[src/rtl/display_sequencer.sv]
// display_sequencer: display startup/mode-switch sequencer with lock recovery; define DISPLAY_SEQ_TIMEOUT_EN for a WAIT_LOCK retry timeout
module display_sequencer #(
  parameter int RST_CYCLES = 16,
  parameter int SETTLE_FRAMES = 2,
`ifdef DISPLAY_SEQ_TIMEOUT_EN
  parameter int LOCK_TIMEOUT = 1048576,
`endif
  parameter bit V_POL = 1'b0,
  parameter logic [1:0] DEFAULT_MODE = 2'd0
) (
  input  logic       i_clk,
  input  logic       i_rst,
  input  logic       i_locked,
  input  logic       i_vs,
  input  logic       i_mode_req,
  input  logic [1:0] i_mode,
  output logic       o_mode_ack,
  output logic [1:0] o_mode,
  output logic       o_clk_rst,
  output logic       o_tim_rst,
  output logic       o_out_en,
  output logic       o_ready,
  output logic [2:0] o_state
);
  typedef enum logic [2:0] {CLK_RST = 3'd0, WAIT_LOCK = 3'd1, SETTLE = 3'd2, ACTIVE = 3'd3, DRAIN = 3'd4} state_t;
  localparam int RW = $clog2(RST_CYCLES) + 1;
  localparam int FW = $clog2(SETTLE_FRAMES) + 1;
  localparam logic [RW-1:0] R_LAST = RW'(RST_CYCLES - 1);
  localparam logic [FW-1:0] F_LAST = FW'(SETTLE_FRAMES - 1);
  state_t state, state_n;
  logic [RW-1:0] rcnt;
  logic [FW-1:0] fcnt;
  logic [1:0] lk_s;
  logic [2:0] vs_s;
  logic lk, fs, ack_n, load_n, tout;
  assign lk = lk_s[1];
  assign o_state = state;
`ifdef DISPLAY_SEQ_TIMEOUT_EN
  localparam int TW = $clog2(LOCK_TIMEOUT) + 1;
  localparam logic [TW-1:0] T_LAST = TW'(LOCK_TIMEOUT - 1);
  logic [TW-1:0] tcnt;
  assign tout = tcnt == T_LAST;
  always_ff @(posedge i_clk)
    tcnt <= (i_rst || state != WAIT_LOCK || state_n != WAIT_LOCK) ? '0 : tcnt + TW'(1);
`else
  assign tout = 1'b0;
`endif
  always_comb begin
    state_n = state;
    ack_n = 1'b0;
    load_n = 1'b0;
    case (state)
      CLK_RST: state_n = rcnt == R_LAST ? WAIT_LOCK : CLK_RST;
      WAIT_LOCK: state_n = lk ? SETTLE : tout ? CLK_RST : WAIT_LOCK;
      SETTLE: state_n = !lk ? CLK_RST : (fs && fcnt == F_LAST) ? ACTIVE : SETTLE;
      ACTIVE: begin
        state_n = !lk ? CLK_RST : (i_mode_req && i_mode != o_mode) ? DRAIN : ACTIVE;
        ack_n = lk && i_mode_req && i_mode == o_mode && !o_mode_ack;
      end
      DRAIN: begin
        state_n = (!lk || fs) ? CLK_RST : DRAIN;
        load_n = lk && fs;
      end
      default: state_n = CLK_RST;
    endcase
  end
  always_ff @(posedge i_clk) begin
    if (i_rst) begin
      state <= CLK_RST;
      rcnt <= '0;
      fcnt <= '0;
      lk_s <= '0;
      vs_s <= '0;
      fs <= 1'b0;
      o_mode <= DEFAULT_MODE;
      o_mode_ack <= 1'b0;
      o_clk_rst <= 1'b1;
      o_tim_rst <= 1'b1;
      o_out_en <= 1'b0;
      o_ready <= 1'b0;
    end else begin
      lk_s <= {lk_s[0], i_locked};
      vs_s <= {vs_s[1:0], i_vs};
      fs <= vs_s[1] == V_POL && vs_s[2] != V_POL;
      state <= state_n;
      rcnt <= (state == CLK_RST && state_n == CLK_RST) ? rcnt + RW'(1) : '0;
      fcnt <= state == SETTLE ? fcnt + FW'(fs) : '0;
      if (load_n) o_mode <= i_mode;
      o_mode_ack <= ack_n || load_n;
      o_clk_rst <= state_n == CLK_RST;
      o_tim_rst <= state_n == CLK_RST || state_n == WAIT_LOCK;
      o_out_en <= state_n == ACTIVE;
      o_ready <= state_n == ACTIVE;
    end
  end
endmodule
[config.mk]
export PLATFORM = sky130hd
export DESIGN_NAME = display_sequencer
export DESIGN_NICKNAME = d
export VERILOG_FILES = /design/src/rtl/display_sequencer.sv
export SDC_FILE = /design/constraint.sdc
export NUM_CORES = 1
export LEC_CHECK = 0
export ABC_AREA = 1
export BUFFER_PORTS_ARGS = -buffer_cell sky130_fd_sc_hd__buf_2
export CELL_PAD_IN_SITES_DETAIL_PLACEMENT = 1
export CELL_PAD_IN_SITES_GLOBAL_PLACEMENT = 1
export CORE_UTILIZATION = 34
export DETAILED_ROUTE_END_ITERATION = 12
export GPL_TIMING_DRIVEN = 0
export PLACE_DENSITY_LB_ADDON = 0.1
export SLEW_MARGIN = 0
export SYNTH_ARGS = -nofsm -noshare
export SYNTH_HDL_FRONTEND = slang
export SYNTH_SLANG_ARGS = --single-unit
export TNS_END_PERCENT = 100
[constraint.sdc]
create_clock -name i_clk -period 1.41 [get_ports i_clk]
set_input_delay 0.282 -clock i_clk [delete_from_list [all_inputs] [get_ports i_clk]]
set_output_delay 0.282 -clock i_clk [all_outputs]
set_load 0.02 [all_outputs]
==> results of run 1 <==
-- through the flow --
stage	utilization (%)	hold slack [ns]	cells	total power, mW
floorplan	-	0.3883	112	0.6926
detailed placement	40.84	0.3995	158	0.7158
global placement	40.84	0.3911	158	0.7107
finish	45.60	0.1708	164	1.070
CTS	45.00	0.1611	164	1.081
global route	45.60	0.1632	164	1.119
-- power by group --
group	switching, mW	total [mW]	internal, mW
registers	0.0116	0.649	0.637
logic	0.0379	0.0713	0.0333
clock network	0.193	0.350	0.158
total	0.242	1.07	0.828
-- worst max-delay path, cell delays in order (launching register included) --
cell,delay (ns)
dfxtp_2,0.36
ha_4,0.15
and3_4,0.18
ha_4,0.16
nand3_2,0.07
nand2_2,0.06
nor2_4,0.14
nand3_4,0.13
nor2_1,0.11
-- repair_timing --
item / in CTS / in global routing
gates resized for setup: 11 / 4
buffers inserted: 2 / 0
pin swaps: 5 / 3
setup endpoints to repair: 8 / 8
-- final cells by class --
type | instances | area (um^2) | area share [%]
multi-input combinational | 70 | 441.7 | 38.75
sequential | 22 | 442.9 | 38.86
buffer | 2 | 18.77 | 1.647
tap | 30 | 37.54 | 3.293
inverter | 18 | 67.56 | 5.928
timing repair buffer | 18 | 95.09 | 8.343
clock buffer | 4 | 36.28 | 3.183
-- logic make-up (layout without fill, tap and decap cells) --
kind of cell / count (synthesis) / after routing / synth area share [%]
adders and majority gates: 3 / 3 / 4.156
DFF: 22 / 22 / 48.75
AOI/OAI and AO/OA: 8 / 8 / 4.709
xor gates and xnor gates: 3 / 3 / 2.909
and+or+nand+nor: 56 / 56 / 29.92
buffers and inverters: 20 / 42 / 9.556
-- cells in the mapped netlist --
library cell,count,area (um^2)
and2_4,2,17.52
nand3_1,4,20.02
nand2_2,1,6.260
inv_1,17,63.81
xnor2_1,2,17.52
nor2_4,1,11.26
nand3_2,1,10.01
nand2_4,1,11.26
o21bai_1,1,7.510
nand2_1,18,67.56
nand4_1,3,18.77
nor2_2,3,18.77
nor3_1,1,5.000
inv_2,1,3.750
ha_1,3,37.54
and3_1,1,6.260
o21ai_1,1,5.000
buf_4,1,7.510
nor4_1,1,6.260
nor2_1,19,71.32
xor2_1,1,8.760
o21ai_0,2,10.01
a21oi_1,4,20.02
dfxtp_1,22,440.4
buf_6,1,11.26
-- per-layer routing --
layer,GRT usage [%],wire length (um)
met1,18.37,900
met2,27.92,976
met3,5.932,83
met4,2.632,14
met5,0,0
-- worst min path at each step --
stage | startpoint | end | slack [ns]
after global placement | lk_s[0]$_SDFF_PP0_ | lk_s[1]$_SDFF_PP0_ | 0.39
after CTS | i_locked | lk_s[0]$_SDFF_PP0_ | 0.16
after detailed placement | lk_s[0]$_SDFF_PP0_ | lk_s[1]$_SDFF_PP0_ | 0.40
final | i_locked | lk_s[0]$_SDFF_PP0_ | 0.17
after floorplan | lk_s[0]$_SDFF_PP0_ | lk_s[1]$_SDFF_PP0_ | 0.39
after global routing | i_locked | lk_s[0]$_SDFF_PP0_ | 0.16
-- sequential cells by signal, indices dropped and copies added (netlist names) --
name / count
o_state: 3
o_mode_ack: 1
fcnt: 2
fs: 1
vs_s: 3
o_ready: 1
o_mode: 2
o_clk_rst: 1
lk_s: 2
o_tim_rst: 1
rcnt: 5
==> results.json, run 1 <==
{
  "slew_headroom_pct": 67.61,
  "drv_cap": 0,
  "finalHoldViolCount": 0,
  "drive_gt1_share_pct": 32.84,
  "drc": 0,
  "status": "finished with violations",
  "critPathCapture": "rcnt[0]$_SDFF_PP0_",
  "ant_nets": 0,
  "layout.nets": 145,
  "place.port_buffers": 16,
  "routabilityCongestion": 0.7580,
  "fp.dieH_um": 53.55,
  "syn_inst": 112,
  "drv_slew": 0,
  "tightest_slew_ns": 0.4814,
  "violations": "setup timing",
  "antenna-diode-count": 0,
  "grt_pass1_wl_um": 3194,
  "fin_tns_setup_ns": -0.04422,
  "p_per_area_mw_per_mm2": 938.9,
  "fin_crit_sh_pct": 101.1,
  "dp_hpwl_um": 1450,
  "clkTransAtPathRegs_ns": 0.13,
  "cp_data_required_time_ns": 1.66,
  "cts_max_path_buffers": 2,
  "routed_wl_um": 1975,
  "area_growth_syn_to_layout_pct": 26.18,
  "reg2regPathDepth": 8,
  "synth-seq-area-share_pct": 48.75,
  "final_common_cell": "dfxtp_1",
  "fin_skew_ns": 0.01122,
  "grt_overflow": 0,
  "first_iter_violations": 3,
  "reg2reg_slack_ns": -0.01,
  "ys_warn_count": 0,
  "synth.distinct_cells": 25,
  "clk_latency_ns": 0.31,
  "drt-vias-per-instance": 4.671,
  "grt_usage_pct": 15.83,
  "fp.coreArea_mm2": 0.002500,
  "ir_worst_vdd_uv": 746.1,
  "max_freq_mhz": 701.8,
  "dieArea_mm2": 0.002867,
  "start_util_pct": 36.14,
  "post-place-ws_ns": -0.1422,
  "cts_tree": "done",
  "avgSynthCellArea_um2": 8.066,
  "crit_path_start": "rcnt[1]$_SDFF_PP0_",
  "p_leak_nw": 0.5320,
  "worstPathArrival_ns": 1.67,
  "io_pins": 17,
  "cts.sinks": 22,
  "grt_max_degree": 13,
  "final_area_mm2": 0.001140,
  "syn_area_um2": 903.4,
  "setup_viol": 5,
  "cts_root_buf": "clkbuf_4",
  "final_cell_mix": "dfxtp_1, nor2_1, inv_1",
  "grt_pass1_vias": 761,
  "htreeDepth": 1,
  "synth_nets": 122,
  "min_period_ns": 1.425,
  "holdBufCountCts": 0,
  "fillers": 299,
  "min_path_cells": 3,
  "dr.pass1.iters": 3,
  "crit_path_start_kind": "flop",
  "grt_antenna_before_repair": 0,
  "path_max_fanout": 5,
  "critPathKind": "reg -> reg",
  "r2r_start": "rcnt[1]$_SDFF_PP0_",
  "end_kind": "flop",
  "worstHoldPathType": "in -> reg",
  "cts_buffers": 3,
  "placed_area_mm2": 0.001021,
  "rows": 18,
  "wire_per_inst_um": 12.04,
  "worstReg2RegEnd": "rcnt[0]$_SDFF_PP0_",
  "synth_seq_cells": 22,
  "die_w_um": 53.55,
  "grt_setup_unrepaired": "yes",
  "num_vias": 766,
  "setup_slack_ns": -0.01487
}
Note: power is estimated with default switching activity, not from simulation.
==> run 2: changes to the inputs <==
--- a/config.mk
+++ b/config.mk
@@ -5,11 +5,11 @@
 export SDC_FILE = /design/constraint.sdc
 export NUM_CORES = 1
 export LEC_CHECK = 0
-export ABC_AREA = 1
 export BUFFER_PORTS_ARGS = -buffer_cell sky130_fd_sc_hd__buf_2
 export CELL_PAD_IN_SITES_DETAIL_PLACEMENT = 1
 export CELL_PAD_IN_SITES_GLOBAL_PLACEMENT = 1
-export CORE_UTILIZATION = 34
+export CORE_MARGIN = 5
+export CORE_UTILIZATION = 35
 export DETAILED_ROUTE_END_ITERATION = 12
 export GPL_TIMING_DRIVEN = 0
 export PLACE_DENSITY_LB_ADDON = 0.1
==> run 2 against run 1 <==
Compared with the run above:
- critical path depth down 2
- the run now ends clean
- critical path type unchanged
- sequential power down 0.8%
- synthesized cell count down 21%
- combinational power down 25%
- cell count down 15%
==> results.json, run 2 <==
{
  "fin_tns_setup_ns": 0,
  "grt_antenna_before_repair": 0,
  "drv_cap": 0,
  "start_util_pct": 36.95,
  "path_delay_family": "adder cells",
  "status": "finished clean",
  "post-place-ws_ns": -0.1001,
  "dieArea_mm2": 0.003795,
  "min_period_ns": 1.331,
  "synth.distinct_cells": 37,
  "path_cells": "ha_2, and3_4, ha_4, nor2b_1, o21ai_1, o31ai_1",
  "cp_data_required_time_ns": 1.60,
  "fin_skew_ns": 0.002628,
  "num_vias": 702,
  "clkTransAtPathRegs_ns": 0.11,
  "setup_slack_ns": 0.07866,
  "place.port_buffers": 16,
  "largest_reg_flops": 5,
  "layout.nets": 121,
  "drc": 0,
  "drt-vias-per-instance": 5.050,
  "dr.pass1.iters": 4,
  "area_growth_syn_to_layout_pct": 19.60,
  "first_iter_violations": 26,
  "final_cell_mix": "dfxtp_1, buf_2, nor2b_1",
  "rows": 18,
  "dp_hpwl_um": 1427,
  "top_register": "rcnt",
  "drv_slew": 0,
  "tightest_slew_ns": 0.4437,
  "busiest_layer": "met2",
  "io_pins": 17,
  "cp_slowest_cell": "dfxtp_2",
  "grt_pass1_wl_um": 3174,
  "drive_gt1_share_pct": 36.70,
  "cts_max_path_buffers": 2,
  "ys_warn_count": 0,
  "p_per_area_mw_per_mm2": 870.5,
  "holdWs_ns": 0.1953,
  "wire_per_inst_um": 13.71,
  "path_max_fanout": 3,
  "synthTopCellsByCount": "dfxtp_1, nor2b_1, nor2_1",
  "grt_overflow": 0,
  "routed_wl_um": 1906,
  "ant_nets": 0,
  "synth_top_area_share_pct": 47.25,
  "grt_usage_pct": 11.51,
  "worstPathArrival_ns": 1.52,
  "path_buf_inv": 0,
  "grtUsageMet3_pct": 2.516,
  "fin_util_pct": 44.20,
  "slew_headroom_pct": 70.42,
  "total_power_uw": 970.4,
  "max_freq_mhz": 751.1,
  "die_w_um": 61.61,
  "cts_buffers": 3,
  "critPathKind": "reg -> reg",
  "end_kind": "flop",
  "fp.coreArea_mm2": 0.002522,
  "use_met1_pct": 13.26,
  "setup_viol": 0,
  "synth_seq_cells": 22,
  "final_common_cell": "dfxtp_1",
  "antenna-diode-count": 0,
  "grt_pass1_vias": 735,
  "p_leak_nw": 0.4470,
  "yosysTopAreaCell": "dfxtp_1",
  "grt_setup_unrepaired": "no",
  "synth.area.top_cells": "dfxtp_1, nor2b_1, ha_1",
  "crit_path_start_kind": "flop",
  "htreeDepth": 1,
  "slowest_delay_ns": 0.34,
  "clk_latency_ns": 0.30,
  "synth-seq-area-share_pct": 47.25,
  "cts_root_buf": "clkbuf_4",
  "cts_tree": "done",
  "fp.dieH_um": 61.61,
  "avgSynthCellArea_um2": 10.47,
  "ir_worst_vdd_uv": 569.1,
  "cts.sinks": 22,
  "yosysMostFrequentCell": "dfxtp_1",
  "worstHoldPathType": "in -> reg",
  "synthFlopType": "dfxtp_1",
  "syn_inst": 89,
  "finalHoldViolCount": 0,
  "synth_edf_count": 0,
  "syn_area_um2": 932.1,
  "fillers": 297,
  "met2_usage_pct": 20.48,
  "async_flop_share_pct": 0,
  "synth_nets": 99,
  "grt_max_degree": 12,
  "routabilityCongestion": 0.7629,
  "fin_crit_sh_pct": 94.42
}
[run 2: area by class of cell]
type,count,area (um^2),area share [%]
Timing Repair Buffer,17,87.58,7.856
Multi-Input combinational cell,60,476.7,42.76
Clock buffer,3,22.52,2.020
Tap cell,30,37.54,3.367
Buffer,5,41.29,3.704
Inverter,2,7.507,0.6734
Sequential cell,22,441.7,39.62
[run 2: repair_timing]
item | in CTS | in global routing
resized for setup | 7 | 2
pin swaps | 4 | 3
hold buffers | 0 | 0
setup endpoints to repair | 6 | 4
buffers inserted | 1 | 0
gates cloned | 0 | 0
endpoints found under the hold margin | 0 | 0
[run 2: path summary, 6_finish.rpt]
check	from	to	slack, ns	cells after the start
setup / recovery	rcnt[0]$_SDFF_PP0_	o_state[0]$_SDFF_PP0_	0.08	6
setup reg to reg	rcnt[0]$_SDFF_PP0_	o_state[0]$_SDFF_PP0_	0.08	6
hold reg to reg	vs_s[1]$_SDFF_PP0_	fs$_SDFF_PP0_	0.43	1
hold / removal	i_vs	vs_s[0]$_SDFF_PP0_	0.20	2
[run 2: where the power goes]
group | switching (mW) | internal (mW) | total, mW
registers | 0.00868 | 0.635 | 0.644
logic | 0.0256 | 0.0277 | 0.0534
clock network | 0.173 | 0.0996 | 0.273
[run 2: per-stage QoR]
stage / std cells / area, um^2
2_1_floorplan: 89 / 932.1
3_3_place_gp: 135 / 1050
3_5_place_dp: 135 / 1050
4_1_cts: 139 / 1106
5_1_grt: 139 / 1115
6_report: 139 / 1115
[run 2: worst register-to-register path, cell delays in order (launching register included)]
cell and delay, ns:
dfxtp_2 0.34, ha_2 0.19, and3_4 0.18, ha_4 0.17
nor2b_1 0.12, o21ai_1 0.14, o31ai_1 0.09
[run 2: cells by family after synthesis]
kind of cell,synth area share (%)
adder cells (fa/ha/maj),4.027
AO/OA/AOI/OAI,13.15
AND/OR/NAND/NOR,24.03
XOR/XNOR,6.309
buffers and inverters,5.234
flip-flops,47.25
[run 2: layer usage]
layer	wire length (um)	vias up
met5	0	-
met4	13	0
met3	89	2
met2	948	14
met1	855	333
li1	-	353
==> run 3: changes to the inputs <==
--- a/config.mk
+++ b/config.mk
@@ -9,10 +9,11 @@
 export CELL_PAD_IN_SITES_DETAIL_PLACEMENT = 1
 export CELL_PAD_IN_SITES_GLOBAL_PLACEMENT = 1
 export CORE_MARGIN = 5
-export CORE_UTILIZATION = 35
+export CORE_UTILIZATION = 37
 export DETAILED_ROUTE_END_ITERATION = 12
 export GPL_TIMING_DRIVEN = 0
 export PLACE_DENSITY_LB_ADDON = 0.1
+export SETUP_SLACK_MARGIN = 0.3
 export SLEW_MARGIN = 0
 export SYNTH_ARGS = -nofsm -noshare
 export SYNTH_HDL_FRONTEND = slang
==> run 3 against run 2 <==
Compared with the run above:
- sequential power is 1% lower
- total power is 2.6% higher
- die area is 4.5% lower
- cell count is 9.4% higher
- non-clock buffer count is 12 higher
- register-to-register slack hardly changed
- clock skew hardly changed
- critical path type unchanged
- critical endpoint is now o_mode_ack$_SDFF_PP0_
==> results.json, run 3 (synthesis gave the netlist of run 2 again) <==
{
  "status": "finished clean",
  "clk_latency_ns": 0.30,
  "p_per_area_mw_per_mm2": 667.5,
  "htreeDepth": 1,
  "path_max_fanout": 5,
  "ant_nets": 0,
  "top_register": "rcnt",
  "grt_overflow": 0,
  "drv_cap": 0,
  "wire_per_inst_um": 18.29,
  "die_w_um": 60.19,
  "end_kind": "flop",
  "fin_crit_sh_pct": 95.05,
  "grt_usage_pct": 14.34,
  "ir_worst_vdd_uv": 528.9,
  "antenna-diode-count": 0,
  "final_area_mm2": 0.001491,
  "layout.nets": 133,
  "clkTransAtPathRegs_ns": 0.12,
  "dp_hpwl_um": 1449,
  "drv_slew": 0,
  "fillers": 258,
  "min_period_ns": 1.340,
  "first_iter_violations": 24,
  "cts_max_path_buffers": 2,
  "drc": 0,
  "max_freq_mhz": 746.2,
  "fin_util_pct": 61.32,
  "grt_pass1_wl_um": 3829,
  "dr.pass1.iters": 4,
  "route.met2.wl_um": 1570,
  "grt_pass1_vias": 854,
  "path_cells": "buf_8, nand3_4, or4_4, o41ai_2",
  "area_growth_syn_to_layout_pct": 60.00,
  "fp.dieH_um": 60.19,
  "slew_headroom_pct": 61.07,
  "crit_path_start_kind": "flop",
  "slowest_delay_ns": 0.54,
  "worstPathArrival_ns": 1.52,
  "cts_buffers": 3,
  "cts.sinks": 22,
  "grt_max_degree": 13,
  "start_util_pct": 38.32,
  "finalHoldViolCount": 0,
  "cts_tree": "done",
  "p_leak_nw": 0.5471,
  "place.port_buffers": 16,
  "drt-vias-per-instance": 5.151,
  "top_layer": "met4",
  "setup_viol": 0,
  "cts_root_buf": "clkbuf_4",
  "routed_wl_um": 2780,
  "fp.coreArea_mm2": 0.002432,
  "cp_data_required_time_ns": 1.59,
  "placed_area_mm2": 0.001122,
  "holdWs_ns": 0.1872,
  "rows": 18,
  "final_common_cell": "buf_4",
  "dieArea_mm2": 0.003623,
  "fin_tns_setup_ns": 0,
  "worstHoldPathType": "in -> reg",
  "num_vias": 783,
  "drive_gt1_share_pct": 61.48,
  "largest_reg_flops": 5,
  "met1Wirelength_um": 1040,
  "tightest_slew_ns": 0.5839,
  "grt_setup_unrepaired": "yes",
  "critPathKind": "reg -> reg",
  "cp_slowest_cell": "or4_4",
  "wl_met3_um": 112,
  "io_pins": 17,
  "final_cell_mix": "buf_4, dfxtp_1, buf_6, buf_2",
  "routabilityCongestion": 0.7347,
  "grt_antenna_before_repair": 0,
  "fin_skew_ns": 0.002867
}
-- run 3: cell types whose count changed in the layout (fill, tap and decap cells not counted), moves of 3 or more --
cell / delta
buf_6: +7
buf_4: +9
buf_2: -7
dfxtp_2: +3
dfxtp_1: -10
dfxtp_4: +7
-- run 3: timing repair --
| action | CTS | global route |
|---|---|---|
| hold buffers | 0 | 0 |
| cloned | 1 | 0 |
| buffers inserted | 7 | 5 |
| resized for setup | 27 | 23 |
| pin swaps | 10 | 10 |
| setup endpoints to repair | 21 | 24 |
-- run 3: worst max-delay path: cells and delay by family (launching register included) --
kind                   cells  cell delay (ns)
buffers and inverters      1             0.11
AND/OR/NAND/NOR            2             0.65
AO/OA/AOI/OAI              1             0.08
flip-flops                 1             0.38
-- run 3: final cells by class --
type | count | area, um^2 | area share, %
Tap cell | 30 | 37.54 | 2.517
Clock buffer | 4 | 26.28 | 1.762
Multi-Input combinational cell | 60 | 650.6 | 43.62
Timing Repair Buffer | 29 | 241.5 | 16.19
Sequential cell | 22 | 471.7 | 31.63
Inverter | 2 | 7.507 | 0.5034
Buffer | 5 | 56.30 | 3.775
-- run 3: routing by layer --
metal  global-route usage (%)  up-vias
met5                        0        -
li1                         -      382
met2                    26.23       21
met1                    15.45      376
met3                    2.376        4
met4                    7.595        0
-- run 3: power by group --
group          internal (mW)  switching (mW)
Clock                  0.110           0.180
Combinational         0.0343          0.0345
Sequential             0.624          0.0122
-- run 3: final timing paths --
kind / start / to / slack (ns) / depth (start not counted)
hold / removal: i_locked / lk_s[0]$_SDFF_PP0_ / 0.19 / 2
setup reg to reg: o_state[2]$_SDFF_PP0_ / o_mode_ack$_SDFF_PP0_ / 0.07 / 4
hold reg to reg: vs_s[1]$_SDFF_PP0_ / fs$_SDFF_PP0_ / 0.44 / 1
setup / recovery: o_state[2]$_SDFF_PP0_ / o_mode_ack$_SDFF_PP0_ / 0.07 / 4
-- run 3: through the flow --
step                      total power [mW]  setup slack (ns)  std cells
after floorplan                     0.6842            0.2049         89
after global placement              0.7037            0.1264        135
after detailed placement            0.7064            0.1153        135
after CTS                            1.010            0.1167        147
after global routing                 1.039           0.02652        152
final                               0.9956           0.06982        152
